### src/rtl/uart_rx_fifo_arbiter.sv
// Round-robin arbiter sharing the UART RX FIFO read port.
// Issues Read_Done, waits the read latency, then holds the word until acked.
module uart_rx_fifo_arbiter #(
  parameter int DATA_BITS  = 8,
  parameter int NUM_REQ    = 2,
  parameter int BIST_PORT  = 1,
  parameter int RD_LATENCY = 1,
  parameter int CNT_BITS   = 16
) (
  input  logic                 Clk,
  input  logic                 Rst,
  input  logic                 BIST_Mode,
  input  logic                 FIFO_Empty,
  input  logic [DATA_BITS-1:0] FIFO_Data,
  output logic                 Read_Done,
  input  logic [NUM_REQ-1:0]   Req,
  output logic [NUM_REQ-1:0]   Gnt,
  output logic [DATA_BITS-1:0] Rsp_Data,
  output logic [NUM_REQ-1:0]   Rsp_Valid,
  input  logic [NUM_REQ-1:0]   Rsp_Ack,
  output logic                 Busy,
  output logic [CNT_BITS-1:0]  Rd_Count
);

  localparam int IDX_W = (NUM_REQ > 1) ? $clog2(NUM_REQ) : 1;

  typedef enum logic [1:0] {
    IDLE,
    READ,
    WAIT,
    HOLD
  } state_e;

  state_e               state_q, state_d;
  logic [IDX_W-1:0]     last_q, last_d;
  logic [NUM_REQ-1:0]   gnt_q, gnt_d;
  logic [2:0]           lat_q, lat_d;
  logic [DATA_BITS-1:0] data_q, data_d;
  logic [CNT_BITS-1:0]  cnt_q, cnt_d;

  logic [NUM_REQ-1:0]   elig;
  logic                 pick_vld;
  logic [IDX_W-1:0]     pick_idx;

  always_comb begin
    elig = Req;
    if (BIST_Mode) elig = Req & (NUM_REQ'(1) << BIST_PORT);
  end

  // Search above the last winner first, then wrap to the low indices.
  always_comb begin
    pick_vld = 1'b0;
    pick_idx = '0;
    for (int i = 0; i < NUM_REQ; i++) begin
      if (!pick_vld && elig[i] && (i > int'(last_q))) begin
        pick_vld = 1'b1;
        pick_idx = IDX_W'(i);
      end
    end
    for (int i = 0; i < NUM_REQ; i++) begin
      if (!pick_vld && elig[i]) begin
        pick_vld = 1'b1;
        pick_idx = IDX_W'(i);
      end
    end
  end

  always_comb begin
    state_d = state_q;
    last_d  = last_q;
    gnt_d   = gnt_q;
    lat_d   = lat_q;
    data_d  = data_q;
    cnt_d   = cnt_q;
    unique case (state_q)
      IDLE: begin
        if (pick_vld && !FIFO_Empty) begin
          gnt_d   = NUM_REQ'(1) << pick_idx;
          last_d  = pick_idx;
          state_d = READ;
        end
      end
      READ: begin
        lat_d   = 3'(RD_LATENCY - 1);
        state_d = WAIT;
      end
      WAIT: begin
        if (lat_q == 3'd0) begin
          data_d  = FIFO_Data;
          state_d = HOLD;
        end else begin
          lat_d = lat_q - 3'd1;
        end
      end
      HOLD: begin
        if (|(Rsp_Ack & gnt_q)) begin
          cnt_d   = cnt_q + CNT_BITS'(1);
          gnt_d   = '0;
          state_d = IDLE;
        end
      end
      default: state_d = IDLE;
    endcase
  end

  always_ff @(posedge Clk) begin
    if (Rst) begin
      state_q <= IDLE;
      last_q  <= IDX_W'(NUM_REQ - 1);
      gnt_q   <= '0;
      lat_q   <= '0;
      data_q  <= '0;
      cnt_q   <= '0;
    end else begin
      state_q <= state_d;
      last_q  <= last_d;
      gnt_q   <= gnt_d;
      lat_q   <= lat_d;
      data_q  <= data_d;
      cnt_q   <= cnt_d;
    end
  end

  assign Read_Done = (state_q == READ);
  assign Gnt       = gnt_q;
  assign Rsp_Valid = (state_q == HOLD) ? gnt_q : '0;
  assign Rsp_Data  = data_q;
  assign Busy      = (state_q != IDLE);
  assign Rd_Count  = cnt_q;

endmodule

### config.mk
export PLATFORM = sky130hd
export DESIGN_NAME = uart_rx_fifo_arbiter
export DESIGN_NICKNAME = d
export VERILOG_FILES = /design/src/rtl/uart_rx_fifo_arbiter.sv
export SDC_FILE = /design/constraint.sdc
export NUM_CORES = 1
export LEC_CHECK = 0
export BUFFER_PORTS_ARGS = -buffer_cell sky130_fd_sc_hd__buf_2
export CORE_MARGIN = 5
export CORE_UTILIZATION = 30
export CTS_BUF_LIST = sky130_fd_sc_hd__clkbuf_8
export DETAILED_ROUTE_END_ITERATION = 16
export GPL_TIMING_DRIVEN = 1
export PLACE_DENSITY_LB_ADDON = 0.08
export SKIP_LAST_GASP = 1
export SLEW_MARGIN = 20
export SYNTH_ARGS = -nofsm -noshare
export SYNTH_HDL_FRONTEND = slang
export SYNTH_SLANG_ARGS = --single-unit
### constraint.sdc
create_clock -name Clk -period 4.7 [get_ports Clk]
set_input_delay 0.235 -clock Clk [delete_from_list [all_inputs] [get_ports Clk]]
set_output_delay 0.235 -clock Clk [all_outputs]
set_load 0.005 [all_outputs]
==> qor.log, run 1 <==
[drt] violation count after the first detailed-route iteration 56
[logic_synthesis] Post-Syn Area 0.00150 sq mm
[timing] final setup violation count 0
[place] total half-perimeter wirelength after legalization and detailed placement 2.54 mm
[drt] post-detailed-route DRC marker count 0
[clock_network] post-CTS setup buffer count 0
[worst_setup_path] sort of element at the end of the critical path flip-flop
[logic_synthesis] Post-Syn Instances 182
[clock_network] CTS H-tree depth 2
[logic_synthesis] async set-or-reset flop fraction in the synthesized netlist 0
[global_routing] pin count of the biggest net entering global routing 36
[logic_synthesis] portion of the post-synthesis area used by sequential elements 0.426
[worst_setup_path] delay-heaviest family, CP simple AND/OR/NAND/NOR gates
[drt] via total after detailed routing 1,350
[worst_setup_path] WS Path Type flip-flop to flip-flop
[clock_network] clock root cell clkbuf_8
[clock_network] clock transition at the registers of the reported paths 0.06 ns
[drt] Antenna Nets Post-Route 0
[flow_run] Max-cap violations 0
[drt] post-DR vias/cell 4.61
[worst_setup_path] worst path bufs/invs 0
[clock_network] TritonCTS clock tree built
[logic_synthesis] total number of yosys warnings 0
[floorplan] Core Footprint 0.00479 sq mm
[worst_setup_path] crit path launch type flip-flop
[drt] per-cell routed wire length 11.9 um
[pwr] worst vdd ir 0.000195 V
[cells_and_area] Post-Layout Cell Count 293
[drt] iteration count of the initial detailed-routing pass 4
[global_routing] vias in the first global route 1,347
[place] post-place setup slack 2.44 ns
[worst_setup_path] cell with the largest stage delay on the worst path or4b_1
[timing] Worst Max-Slew Pin Slew 0.654 ns
[timing] Rel. slew slack 0.564
[global_routing] global-route wire length before repair 6.02 mm
[cells_and_area] area occupied by registers 641 sq um
[worst_setup_path] series of cell instances along the critical path ha_1 > and3_4 > or4b_1 > or4_1 > a21oi_1
[timing] clk_skew 0.00814 ns
[timing] f_max 445 MHz
[cells_and_area] final cell area excluding filler cells 0.00185 sq mm
[logic_synthesis] proportion of netlist area held by the largest area contributor 0.426
[logic_synthesis] synthesized net count 206
[logic_synthesis] most common library cells after synthesis dfxtp_1, nand2_1, a21oi_1, nor2_1, inv_1
[timing] worst setup margin 2.45 ns
[pwr] Leak Pwr 0.784 nW
[timing] setup tns final 0 ns
[logic_synthesis] most common flop cell mapped by yosys dfxtp_1
[worst_setup_path] delay of the slowest critical-path stage 0.59 ns
[global_routing] Total GRT Usage 0.117
[logic_synthesis] register bit count reported by yosys 32
[clock_network] count of instances resized after the clock tree is built 0
[global_routing] total congestion overflow 0
[place] routability congestion estimate from global placement 0.686
[clock_network] clock buffers created by TritonCTS 5
[cells_and_area] area occupied by multi-input gates 786 sq um
[floorplan] Die Outline Area 0.00652 sq mm
[status] outcome finished, final reports clean
[clock_network] CTS Sinks 32
[timing] final hold violation count 0
[logic_synthesis] most common cell in the synthesized netlist dfxtp_1
[timing] unrepaired setup endpoints after global routing false
[cells_and_area] Area growth syn-to-layout 23.4%
[floorplan] number of placement rows 25
[pwr] power per cell area 394 mW/mm^2
[cells_and_area] Final Net Count 250
[clock_network] latest clock arrival within the worst-skew pair 0.28 ns
[logic_synthesis] synthesized area per cell 8.26 sq um
[clock_network] number of buffers added to fix hold violations after cts 0
[floorplan] effective utilization at floorplan 0.314
[worst_setup_path] worst path arrival time 2.45 ns
[cells_and_area] fill cell count 516
[worst_setup_path] Req. time, crit path 4.90 ns
[clock_network] buffer depth of the longest clock path 2
[logic_synthesis] cell types occupying the most area after synthesis dfxtp_1, a21oi_1, ha_1
[timing] final slew viol count 0
[min_path] type of the tightest min-delay check primary input to flip-flop
[timing] clock period minus final worst setup slack 2.25 ns
[place] standard cell area after detailed placement 0.00178 sq mm
[global_routing] number of antenna violations at the first check in global routing 0
[floorplan] count of pins on the block boundary 46
[place] Port Buffer Count 45
[floorplan] overall die height 80.8 um
[worst_setup_path] worst-path fanout max 9
[drt] total wirelength of the detailed-routed design 3.48 mm
[logic_synthesis] number of synthesized flops with an enable pin 0
[timing] fraction of the cycle the final worst path needs 0.478
[logic_synthesis] synth unique cells 37
[logic_synthesis] post-synth top area cell dfxtp_1
[floorplan] width of the die 80.8 um
[cells_and_area] diodes inserted 0
[cells_and_area] layout cells sized above 1 0.235
[place] count of placed standard cells including taps 286
through the flow:
step                      utilization  hold slack [ns]  power (mW)
after floorplan                     -            0.371       0.474
after global placement          0.371            0.443       0.549
after detailed placement        0.371            0.445       0.548
after CTS                       0.387            0.181       0.746
after global routing            0.387            0.199       0.792
final                           0.387            0.191       0.731
layout by cell type, fill, tap and decap left out:
cell type / instances
nor4b_1: 1
o21ai_0: 9
nand3_1: 5
a221o_1: 1
or4_1: 2
a211oi_1: 1
and3_1: 1
nor3_1: 2
nand3b_1: 1
o31ai_1: 2
mux2i_1: 1
a22oi_1: 1
a211o_1: 1
clkbuf_8: 5
a21oi_1: 22
ha_1: 8
xor2_1: 3
dfxtp_1: 32
and2_1: 3
inv_1: 12
and4_1: 1
o32ai_1: 2
xnor2_1: 3
nand2b_1: 5
nand2_1: 26
or3_1: 8
and3_4: 1
a21o_1: 1
a22o_1: 1
clkinv_2: 1
nor2b_1: 1
nor2_1: 12
nand4_1: 3
a2111oi_0: 1
or4b_1: 1
buf_2: 45
or2_2: 1
layer usage:
layer | share of wire | up-vias | global-route usage
met5 | 0 | - | 0
met4 | 0.010 | 0 | 0.0405
met3 | 0.042 | 5 | 0.0310
met2 | 0.48 | 22 | 0.197
met1 | 0.46 | 608 | 0.145
li1 | - | 715 | -
worst reg2reg max path: cells and delay by family (launching register included):
kind,cells,cell delay (ns)
adders and majority gates,1,0.33
DFF,1,0.37
and+or+nand+nor,3,1.33
AOI/OAI and AO/OA,1,0.14
worst paths after layout:
check | startpoint | cells past startpoint | endpoint | slack, ns
setup / recovery | state_q[1] | 5 | Rd_Count[15] | 2.45
hold / removal | FIFO_Data[2] | 3 | Rsp_Data[2] | 0.19
setup reg to reg | state_q[1] | 5 | Rd_Count[15] | 2.45
hold reg to reg | Rsp_Data[5] | 2 | Rsp_Data[5] | 0.45
cell type report:
class	instances	share of cell area
multi-input cells	131	0.424
flip-flops and latches	32	0.345
repair buffers	45	0.121
well taps	67	0.0452
clock buffers	5	0.0371
inverters	11	0.0223
clock inverters	2	0.00472
state kept, by name, summed over array words and instances (netlist names):
register	cells
Rd_Count	16
Rsp_Data	8
lat_q	3
Gnt	2
state_q	2
last_q	1
logic make-up (layout without fill, tap and decap cells):
group / Yosys count / count (layout) / share of synthesized area
buffers and inverters: 19 / 63 / 0.0508
AOI/OAI and AO/OA: 42 / 42 / 0.164
xor gates and xnor gates: 6 / 6 / 0.0350
and+or+nand+nor: 74 / 74 / 0.251
muxes: 1 / 1 / 0.00666
DFF: 32 / 32 / 0.426
adders and majority gates: 8 / 8 / 0.0666
report_power, final:
part           switching (mW)  internal [mW]  leakage, nW
registers              0.0209          0.302        0.259
clock network          0.0956         0.0983       0.0452
logic                   0.126         0.0876        0.479
total                   0.243          0.488        0.784
(Power assumes the default switching activity.)
==> inputs of run 2 (changes only) <==
Clock period 4.7 ns to 1.95 ns, I/O delays scaled along.
==> run 2 against run 1 <==
Sequential cell count stayed put. Cell area is 3.8% higher. Core utilization is 1.5 points higher. Global-route usage is 0.054 points lower. Clock skew is 0.0013 ns lower. Power is 140% higher. Clock power is 130% higher. Worst hold slack worse by 0.14 ns. Critical path type unchanged.
==> qor.log, run 2 (synthesized netlist as in run 1, its figures left out) <==
[clock_network] latest clock arrival within the worst-skew pair 0.28 ns [about the same]
[drt] via total after detailed routing 1,356 [+0.44%]
[place] total half-perimeter wirelength after legalization and detailed placement 2.64 mm [+3.9%]
[timing] Rel. slew slack 0.570 [+0.00632]
[pwr] switching power share of the total 0.330 [-0.00212]
[place] standard cell area after detailed placement 0.00185 sq mm [+4.0%]
[clock_network] buffer depth of the longest clock path 2 [unchanged]
[place] Port Buffer Count 45 [unchanged]
[cells_and_area] fill cell count 514 [-0.39%]
[timing] fraction of the cycle the final worst path needs 0.966 [+0.488]
[clock_network] count of instances resized after the clock tree is built 0 [unchanged]
[timing] f_max 531 MHz [+19%]
[timing] worst setup margin 0.0667 ns [-2.39 ns]
[worst_setup_path] WS Path Type flip-flop to flip-flop
[timing] unrepaired setup endpoints after global routing false
[floorplan] number of placement rows 25 [unchanged]
[timing] clk_skew 0.00685 ns [-0.00129 ns]
[status] outcome finished, final reports clean
[drt] per-cell routed wire length 12.0 um [+1.3%]
[floorplan] overall die height 80.8 um [unchanged]
[drt] post-detailed-route DRC marker count 0 [unchanged]
[floorplan] Core Footprint 0.00479 sq mm [unchanged]
[place] routability congestion estimate from global placement 0.715 [+4.1%]
[floorplan] count of pins on the block boundary 46 [unchanged]
[clock_network] CTS Sinks 32 [unchanged]
[cells_and_area] Largest register FFs 16 [unchanged]
[pwr] Leak Pwr 0.814 nW [+3.8%]
[timing] final hold violation count 0 [unchanged]
[worst_setup_path] delay-heaviest family, CP simple AND/OR/NAND/NOR gates
[timing] final slew viol count 0 [unchanged]
[pwr] power dissipated by switching net loads 0.590 mW [+140%]
[worst_setup_path] worst path arrival time 2.09 ns [-0.36 ns]
[cells_and_area] most frequent cells in the layout buf_2, dfxtp_1, nand2_1
[cells_and_area] Area growth syn-to-layout 28.1%
[global_routing] global-route wire length before repair 5.87 mm [-2.4%]
[drt] total wirelength of the detailed-routed design 3.60 mm [+3.3%]
[timing] final setup violation count 0 [unchanged]
[pwr] worst vdd ir 0.000620 V [+220%]
[global_routing] vias in the first global route 1,281 [-4.9%]
[pwr] Clk pwr share 0.253 [-0.012]
[drt] post-DR vias/cell 4.54 [-1.6%]
[timing] clock period minus final worst setup slack 1.88 ns [-0.363 ns]
[worst_setup_path] crit path launch type flip-flop
[place] post-place setup slack 0.0679 ns [-2.38 ns]
[worst_setup_path] cell with the largest stage delay on the worst path or4b_4
[drt] violation count after the first detailed-route iteration 58 [+3.6%]
[global_routing] pin count of the biggest net entering global routing 36 [unchanged]
[clock_network] clock root cell clkbuf_8
[clock_network] clock transition at the registers of the reported paths 0.06 ns [about the same]
[cells_and_area] diodes inserted 0 [unchanged]
[floorplan] width of the die 80.8 um [unchanged]
[cells_and_area] final cell area excluding filler cells 0.00192 sq mm [+3.8%]
[worst_setup_path] Req. time, crit path 2.15 ns [-2.75 ns]
[cells_and_area] Final Util 0.402 [+0.0146]
[worst_setup_path] delay of the slowest critical-path stage 0.51 ns [-0.08 ns]
[worst_setup_path] sort of element at the end of the critical path flip-flop
[worst_setup_path] worst-path fanout max 8 [-1]
[global_routing] number of antenna violations at the first check in global routing 0 [unchanged]
[global_routing] total congestion overflow 0 [unchanged]
[clock_network] TritonCTS clock tree built
[worst_setup_path] series of cell instances along the critical path ha_4 > and3_4 > or4b_4 > or4_1 > a21oi_1
[cells_and_area] layout cells sized above 1 0.276 [+0.0413]
[drt] iteration count of the initial detailed-routing pass 4 [unchanged]
[clock_network] clock buffers created by TritonCTS 5 [unchanged]
[flow_run] Max-cap violations 0 [unchanged]
[clock_network] CTS H-tree depth 2 [unchanged]
[global_routing] Total GRT Usage 0.117 [-0.000536]
[pwr] power per cell area 929 mW/mm^2 [+140%]
[worst_setup_path] worst path bufs/invs 0 [unchanged]
[min_path] type of the tightest min-delay check primary input to flip-flop
[pwr] Reg power frac 0.444 [+0.002]
[floorplan] Die Outline Area 0.00652 sq mm [unchanged]
[cells_and_area] Final Net Count 258 [+3.2%]
[pwr] combinational share of power 0.303 [+0.010]
[cells_and_area] commonest non-fill, non-tap cell in the layout buf_2
[pwr] internal power of the cells 1.20 mW [+150%]
[floorplan] effective utilization at floorplan 0.314 [unchanged]
[drt] Antenna Nets Post-Route 0 [unchanged]
[timing] Worst Max-Slew Pin Slew 0.645 ns [-0.00948 ns]
## run 2: cell count changes in the layout (fill, tap and decap cells not counted), sizes merged
cell    previous run  this run
buf               45        53
clkinv             1         0
inv               12        11
## run 2: worst paths after layout
check | start | endpoint | slack (ns) | depth (start not counted)
setup / recovery | state_q[0] | Rd_Count[15] | 0.07 | 5
hold / removal | FIFO_Data[1] | Rsp_Data[1] | 0.05 | 3
setup reg to reg | state_q[0] | Rd_Count[15] | 0.07 | 5
hold reg to reg | Rsp_Data[6] | Rsp_Data[6] | 0.45 | 2
## run 2: layout make-up
type	count	area (sq um)	area share
Multi-Input combinational cell	131	802	0.417
Inverter	11	41.3	0.0215
Timing Repair Buffer	53	285	0.148
Sequential cell	32	643	0.334
Tap cell	67	83.8	0.0436
Clock buffer	5	68.8	0.0358
## run 2: per-layer routing
layer	GRT usage	wire, um
met3	0.0399	169
met1	0.142	1700
met5	0	0
met4	0.0456	44
met2	0.190	1680
## run 2: stage by stage
step           cells  hold slack (ns)  total power, mW  TNS [ns]
2_1_floorplan    182            0.233             1.16   -0.0250
3_3_place_gp     293            0.344             1.36         0
3_5_place_dp     293            0.344             1.36         0
4_1_cts          298           0.0446             1.83         0
5_1_grt          299           0.0645             1.93         0
6_report         299           0.0529             1.79         0
## run 2: worst min-delay path: cells and delay by family
family / cells / cell delay (ns)
AO/OA/AOI/OAI: 1 / 0.05
buffers and inverters: 1 / 0.09
AND/OR/NAND/NOR: 1 / 0.04
## run 2: power groups by stage
stage	sequential [mW]	combinational, mW	clock, mW
after floorplan	0.808	0.354	0
after global placement	0.806	0.557	0
after detailed placement	0.809	0.553	0
after CTS	0.795	0.554	0.477
after global routing	0.806	0.622	0.497
final	0.793	0.541	0.453
## run 2: what timing repair did
item,CTS,global route
buffers inserted,0,1
hold buffers,0,0
endpoints found under the setup margin,0,1
endpoints found under the hold margin,0,0
